`src/rtl/arithmetic_div_seq_if.sv`:
```
// Handshake bundle for the sequential divider.
// Ports: start/signed_op/in_a/in_b toward the divider; busy/done/flags/result back.
interface arithmetic_div_seq_if #(
  parameter int WIDTH = 32
);
  logic                 start;
  logic                 signed_op;
  logic [WIDTH-1:0]     in_a;
  logic [WIDTH-1:0]     in_b;
  logic                 busy;
  logic                 done;
  logic                 div_by_zero;
  logic                 overflow;
  logic [2*WIDTH-1:0]   result;

  modport master (
    output start,
    output signed_op,
    output in_a,
    output in_b,
    input  busy,
    input  done,
    input  div_by_zero,
    input  overflow,
    input  result
  );

  modport slave (
    input  start,
    input  signed_op,
    input  in_a,
    input  in_b,
    output busy,
    output done,
    output div_by_zero,
    output overflow,
    output result
  );
endinterface

```
`src/rtl/arithmetic_div_seq.sv`:
```
// Non-restoring sequential divider, one quotient bit per clock, signed or unsigned.
// Ports: clock, clear (sync active-high), bus (slave): start/operands in, busy/done/flags/result out.
module arithmetic_div_seq #(
  parameter int WIDTH = 32
) (
  input logic                clock,
  input logic                clear,
  arithmetic_div_seq_if.slave bus
);

  localparam int CW = $clog2(WIDTH + 1);
  localparam logic [WIDTH-1:0] MIN  = {1'b1, {(WIDTH-1){1'b0}}};
  localparam logic [WIDTH-1:0] ONES = {WIDTH{1'b1}};

  typedef enum logic [1:0] {
    IDLE,
    RUN,
    FIX,
    DONE
  } state_t;

  state_t state, state_nx;

  logic [WIDTH:0]       a_q, a_nx;
  logic [WIDTH-1:0]     q_q, q_nx;
  logic [WIDTH-1:0]     m_q, m_nx;
  logic [CW-1:0]        cnt_q, cnt_nx;
  logic                 sg_q, sg_nx;
  logic                 na_q, na_nx;
  logic                 nb_q, nb_nx;
  logic                 ov_q, ov_nx;

  logic                 busy_q, busy_nx;
  logic                 done_q, done_nx;
  logic                 dbz_q, dbz_nx;
  logic                 ovf_q, ovf_nx;
  logic [2*WIDTH-1:0]   res_q, res_nx;

  logic                 accept;
  logic                 neg_a_in;
  logic                 neg_b_in;
  logic [WIDTH-1:0]     mag_a;
  logic [WIDTH-1:0]     mag_b;
  logic                 ovf_in;
  logic [WIDTH:0]       sh;
  logic [WIDTH:0]       step;
  logic [WIDTH-1:0]     a_fix;
  logic [WIDTH-1:0]     q_fin;
  logic [WIDTH-1:0]     r_fin;

  // busy mirrors RUN/FIX, so accept covers both IDLE and DONE
  assign accept   = bus.start && !busy_q;

  assign neg_a_in = bus.signed_op && bus.in_a[WIDTH-1];
  assign neg_b_in = bus.signed_op && bus.in_b[WIDTH-1];

  // |MIN| wraps to MIN, which is 2^(W-1) read as unsigned
  assign mag_a    = neg_a_in ? -bus.in_a : bus.in_a;
  assign mag_b    = neg_b_in ? -bus.in_b : bus.in_b;

  assign ovf_in   = bus.signed_op
                 && (bus.in_a == MIN)
                 && (bus.in_b == ONES);

  // partial remainder sign chooses add or subtract for this bit
  assign sh       = {a_q[WIDTH-1:0], q_q[WIDTH-1]};
  assign step     = a_q[WIDTH]
                  ? sh + {1'b0, m_q}
                  : sh - {1'b0, m_q};

  // final restore lands in [0, M), so W bits suffice
  assign a_fix    = a_q[WIDTH]
                  ? a_q[WIDTH-1:0] + m_q
                  : a_q[WIDTH-1:0];

  assign q_fin    = (sg_q && (na_q ^ nb_q)) ? -q_q : q_q;
  assign r_fin    = (sg_q && na_q) ? -a_fix : a_fix;

  always_comb begin
    state_nx = state;
    a_nx     = a_q;
    q_nx     = q_q;
    m_nx     = m_q;
    cnt_nx   = cnt_q;
    sg_nx    = sg_q;
    na_nx    = na_q;
    nb_nx    = nb_q;
    ov_nx    = ov_q;
    done_nx  = 1'b0;
    dbz_nx   = dbz_q;
    ovf_nx   = ovf_q;
    res_nx   = res_q;

    case (state)
      IDLE, DONE: begin
        if (accept) begin
          sg_nx  = bus.signed_op;
          na_nx  = neg_a_in;
          nb_nx  = neg_b_in;
          a_nx   = '0;
          q_nx   = mag_a;
          m_nx   = mag_b;
          cnt_nx = CW'(WIDTH);
          ov_nx  = ovf_in;
          dbz_nx = 1'b0;
          ovf_nx = 1'b0;
          if (bus.in_b == '0) begin
            state_nx = DONE;
            dbz_nx   = 1'b1;
            done_nx  = 1'b1;
            res_nx   = {bus.in_a, ONES};
          end else begin
            state_nx = RUN;
          end
        end else begin
          state_nx = IDLE;
        end
      end

      RUN: begin
        a_nx   = step;
        q_nx   = {q_q[WIDTH-2:0], ~step[WIDTH]};
        cnt_nx = cnt_q - CW'(1);
        if (cnt_q == CW'(1)) begin
          state_nx = FIX;
        end
      end

      FIX: begin
        res_nx   = {r_fin, q_fin};
        ovf_nx   = ov_q;
        done_nx  = 1'b1;
        state_nx = DONE;
      end

      default: begin
        state_nx = IDLE;
      end
    endcase
  end

  assign busy_nx = (state_nx == RUN) || (state_nx == FIX);

  always_ff @(posedge clock) begin
    if (clear) begin
      state  <= IDLE;
      a_q    <= '0;
      q_q    <= '0;
      m_q    <= '0;
      cnt_q  <= '0;
      sg_q   <= 1'b0;
      na_q   <= 1'b0;
      nb_q   <= 1'b0;
      ov_q   <= 1'b0;
      busy_q <= 1'b0;
      done_q <= 1'b0;
      dbz_q  <= 1'b0;
      ovf_q  <= 1'b0;
      res_q  <= '0;
    end else begin
      state  <= state_nx;
      a_q    <= a_nx;
      q_q    <= q_nx;
      m_q    <= m_nx;
      cnt_q  <= cnt_nx;
      sg_q   <= sg_nx;
      na_q   <= na_nx;
      nb_q   <= nb_nx;
      ov_q   <= ov_nx;
      busy_q <= busy_nx;
      done_q <= done_nx;
      dbz_q  <= dbz_nx;
      ovf_q  <= ovf_nx;
      res_q  <= res_nx;
    end
  end

  assign bus.busy        = busy_q;
  assign bus.done        = done_q;
  assign bus.div_by_zero = dbz_q;
  assign bus.overflow    = ovf_q;
  assign bus.result      = res_q;

endmodule

```
`src/flat_wrapper.sv`:
```
// flat-port wrapper written by rule: the top's interface ports become plain ports
module arithmetic_div_seq_flat 
#(
  parameter int WIDTH = 32
)
  (clock, clear, bus_start, bus_signed_op, bus_in_a, bus_in_b, bus_busy, bus_done, bus_div_by_zero, bus_overflow, bus_result);
  arithmetic_div_seq_if #(.WIDTH(WIDTH)) bus_i ();
  input logic clock;
  input logic clear;
  input wire logic [$bits(bus_i.start)-1:0] bus_start;
  input wire logic [$bits(bus_i.signed_op)-1:0] bus_signed_op;
  input wire logic [$bits(bus_i.in_a)-1:0] bus_in_a;
  input wire logic [$bits(bus_i.in_b)-1:0] bus_in_b;
  output wire logic [$bits(bus_i.busy)-1:0] bus_busy;
  output wire logic [$bits(bus_i.done)-1:0] bus_done;
  output wire logic [$bits(bus_i.div_by_zero)-1:0] bus_div_by_zero;
  output wire logic [$bits(bus_i.overflow)-1:0] bus_overflow;
  output wire logic [$bits(bus_i.result)-1:0] bus_result;
  assign bus_i.start = bus_start;
  assign bus_i.signed_op = bus_signed_op;
  assign bus_i.in_a = bus_in_a;
  assign bus_i.in_b = bus_in_b;
  assign bus_busy = bus_i.busy;
  assign bus_done = bus_i.done;
  assign bus_div_by_zero = bus_i.div_by_zero;
  assign bus_overflow = bus_i.overflow;
  assign bus_result = bus_i.result;
  arithmetic_div_seq #(.WIDTH(WIDTH)) u_core (.clock(clock), .clear(clear), .bus(bus_i));
endmodule
```
`config.mk`:
```
export PLATFORM = sky130hd
export DESIGN_NAME = arithmetic_div_seq_flat
export DESIGN_NICKNAME = d
export VERILOG_FILES = /design/src/rtl/arithmetic_div_seq_if.sv /design/src/rtl/arithmetic_div_seq.sv /design/src/flat_wrapper.sv
export SDC_FILE = /design/constraint.sdc
export NUM_CORES = 1
export LEC_CHECK = 0
export ABC_AREA = 1
export BUFFER_PORTS_ARGS = -buffer_cell sky130_fd_sc_hd__buf_2
export CAP_MARGIN = 0
export CORE_MARGIN = 2
export CORE_UTILIZATION = 68
export CTS_BUF_LIST = sky130_fd_sc_hd__clkbuf_8
export CTS_CLUSTER_DIAMETER = 100
export DETAILED_ROUTE_END_ITERATION = 12
export HOLD_SLACK_MARGIN = 0.08
export PLACE_DENSITY = 0.95
export SYNTH_ARGS = -nofsm -noshare
export SYNTH_HDL_FRONTEND = slang
export SYNTH_SLANG_ARGS = --single-unit
```
`constraint.sdc`:
```
create_clock -name clock -period 7.8 [get_ports clock]
set_input_delay 1.56 -clock clock [delete_from_list [all_inputs] [get_ports clock]]
set_output_delay 1.56 -clock clock [all_outputs]
set_load 0.03 [all_outputs]
```
==> results.sh <==
export IMPL_clock_latency_ps=510
export IMPL_worstPathRequired_ps=8210
export IMPL_fillers=1985
export IMPL_grt_max_degree=76
export IMPL_final_util=0.740
export IMPL_setup_viol=0
export IMPL_pre_cts_ws_ps=2440
export IMPL_leakagePower_nw=8.18
export IMPL_cts_reportedPaths_clkPinSlew_ps=130
export IMPL_cts_tree="done"
export IMPL_status="completed"
export IMPL_ys_types=53
export IMPL_critPathCaptureType="register"
export IMPL_ff2ff_path_depth=13
export IMPL_drc_errors=0
export IMPL_crit_type="input pin to register"
export IMPL_synth_edf_count=0
export IMPL_die_area_sq_mm=0.0238
export IMPL_multiInputGateArea_sq_mm=0.0103
export IMPL_wl_met2_microns=21600
export IMPL_routed_wl_microns=51300
export IMPL_wl_met3_microns=6380
export IMPL_std_cell_rows=55
export IMPL_irDropWorstVdd_v=0.000164
export IMPL_clock_sinks=177
export IMPL_hold_viol=0
export IMPL_start_kind="input pin"
export IMPL_synthTopCellsByArea="dfxtp_1 (23%), nand2_1 (15%), a21oi_1 (8.6%)"
export IMPL_tightest_slew_ps=1120
export IMPL_ys_seq_area_frac=0.230
export IMPL_layout_min_cycle_time_ps=5010
export IMPL_io_buffers=135
export IMPL_relSlewSlack=0.251
export IMPL_pin_count=136
export IMPL_cts_hold_buf=0
export IMPL_htree_levels=4
export IMPL_final_antenna_net_count=0
export IMPL_synth_top_cell_by_area="dfxtp_1"
export IMPL_crit_fanout=52
export IMPL_slew_violations=0
export IMPL_synth_top_cell_area_share=0.230
export IMPL_die_h_microns=154
export IMPL_drtIter0Drc=2127
export IMPL_vias=17628
export IMPL_async_reset_ff_frac=0
export IMPL_place_gp_congestion=1.01
export IMPL_hp_class="register to register"
export IMPL_maxCapViolations=0
export IMPL_r2r_setup_slack_ps=3210
export IMPL_grt_pass1_wl_microns=80100
export IMPL_firstDrtPassIters=7
export IMPL_wire_per_inst_microns=17.7
export IMPL_netlist_area_sq_mm=0.0154
export IMPL_nNetsFinal=2746
export IMPL_synth_warnings=0
export IMPL_grt_remaining_overflow=0
export IMPL_post_cts_setup_buffers=0
export IMPL_antenna_found_initial=1
export IMPL_cts_resized=0
export IMPL_yosysMostFrequentCell="nand2_1"
export IMPL_grt_pass1_vias=15681
export IMPL_groute_usage_overall=0.417
export IMPL_worst_slack_ps=2790
export IMPL_start_util=0.686
export IMPL_rsz0062_at_grt="no"
export IMPL_die_x_microns=154
export IMPL_viasPerCell=6.07
export IMPL_synth_fp_nets=2670
export IMPL_top_layer_used="met4"
export IMPL_numCtsBuffers=17
export IMPL_fin_setup_tns_ps=0
export IMPL_seq_area_sq_mm=0.00354
export IMPL_fin_worst_skew_ps=38.5
export IMPL_ys_ff_latch=177
export IMPL_hpwl_microns=39500
export IMPL_powerDensity_mw_per_mm2=170
export IMPL_drive_above_1_share=0.120
export IMPL_syn2layout_area_growth_pct=7.90
export IMPL_finalCritPeriodShare=0.642
export IMPL_avgSynthCellArea_sq_um=6.09
export IMPL_netlist_instances=2527
export IMPL_whs_path_depth=2
export IMPL_synth_common_cells="nand2_1 (607), inv_1 (317), a21oi_1 (265), nor2_1 (211), o21ai_0 (204)"
export IMPL_ys_dominant_reg_cell="dfxtp_1"
export IMPL_cp_arrival_ps=5420
export IMPL_clock_fmax_mhz=200
export IMPL_clock_path_buffers=2
export IMPL_wl_met1_microns=20900
export IMPL_clockRootBuffer="clkbuf_8"
export IMPL_core_sq_mm=0.0224
## layer usage
layer / vias to the layer above / track usage
met5: - / 0
met4: 0 / 0.178
met3: 177 / 0.0955
met2: 1063 / 0.640
met1: 7905 / 0.566
li1: 8483 / -
## per-stage QoR
step                      power (mW)  std cells  cell area, sq um  hold slack (ps)
final                           2.82       2902             16600              465
after global routing            2.95       2901             16600              488
after CTS                       2.77       2901             16600              474
after detailed placement        2.08       2869             16100              456
after global placement          2.05       2869             16100              450
after floorplan                 1.80       2527             15400              435
## cell usage in the layout (no fill, tap or decap), types with 12 or more instances in the layout
cell      instances
inv_2            14
a21oi_2          12
nor2_2           20
dfxtp_1         176
o211ai_1         17
nand3_1         141
nand2_1         607
a31oi_1          16
nor3_1           36
nand4_1          33
nor3_2           13
nor2_1          211
o21ai_1          18
nand2_2          23
or2_2            26
clkbuf_8         17
nand3_2          13
ha_1             73
a21oi_1         265
xnor2_1          29
buf_2           135
o21ai_0         204
inv_1           317
xor2_1           70
## layout make-up
cell class	count	share of cell area
diodes	1	0.000151
clock buffers	17	0.0141
clock inverters	15	0.0131
inverters	335	0.0757
multi-input cells	1929	0.618
flip-flops and latches	177	0.214
well taps	285	0.0215
repair buffers	143	0.0443
## sequential cells by signal (all words and copies together), names as in the netlist
signal and flops:
u_core.bus.result 64, u_core.a_q 33, u_core.m_q 32, u_core.q_q 32, u_core.cnt_q 6, u_core.state 2, u_core.bus.busy 1, u_core.bus.div_by_zero 1
u_core.bus.done 1, u_core.bus.overflow 1, u_core.na_q 1, u_core.nb_q 1, u_core.ov_q 1, u_core.sg_q 1
## worst paths after layout
check,from,end
worst min register to register,u_core.ov_q$_SDFFE_PP0P_,u_core.bus.overflow$_SDFFE_PP0P_
worst min-delay path,u_core.ov_q$_SDFFE_PP0P_,u_core.bus.overflow$_SDFFE_PP0P_
worst max-delay path,bus_start,u_core.a_q[3]$_SDFFE_PP0P_
worst max register to register,u_core.state[0]$_SDFF_PP0_,u_core.a_q[3]$_SDFFE_PP0P_
## power by group
group	switching (mW)	total [mW]	internal (mW)	leakage, nW
Clock	0.451	0.711	0.260	0.220
Sequential	0.0928	1.06	0.969	1.45
Combinational	0.714	1.04	0.331	6.51
Total	1.26	2.82	1.56	8.18
## kinds of logic after synthesis
group | share of synthesized area
and+or+nand+nor | 0.335
xor gates and xnor gates | 0.0564
DFF | 0.230
AOI/OAI and AO/OA | 0.213
adders and majority gates | 0.0620
buffers and inverters | 0.104
## worst max-delay path, cell delays in order
cell and delay (ps):
buf_2 70, inv_1 30, nor2_1 130, inv_1 100
nor2_4 740, inv_2 400, nand2_1 150, buf_4 430
inv_2 520, nor2_4 470, inv_2 300, a21oi_1 230
o21ai_0 120, a21oi_1 140
Power figures use the tool's default switching activity.
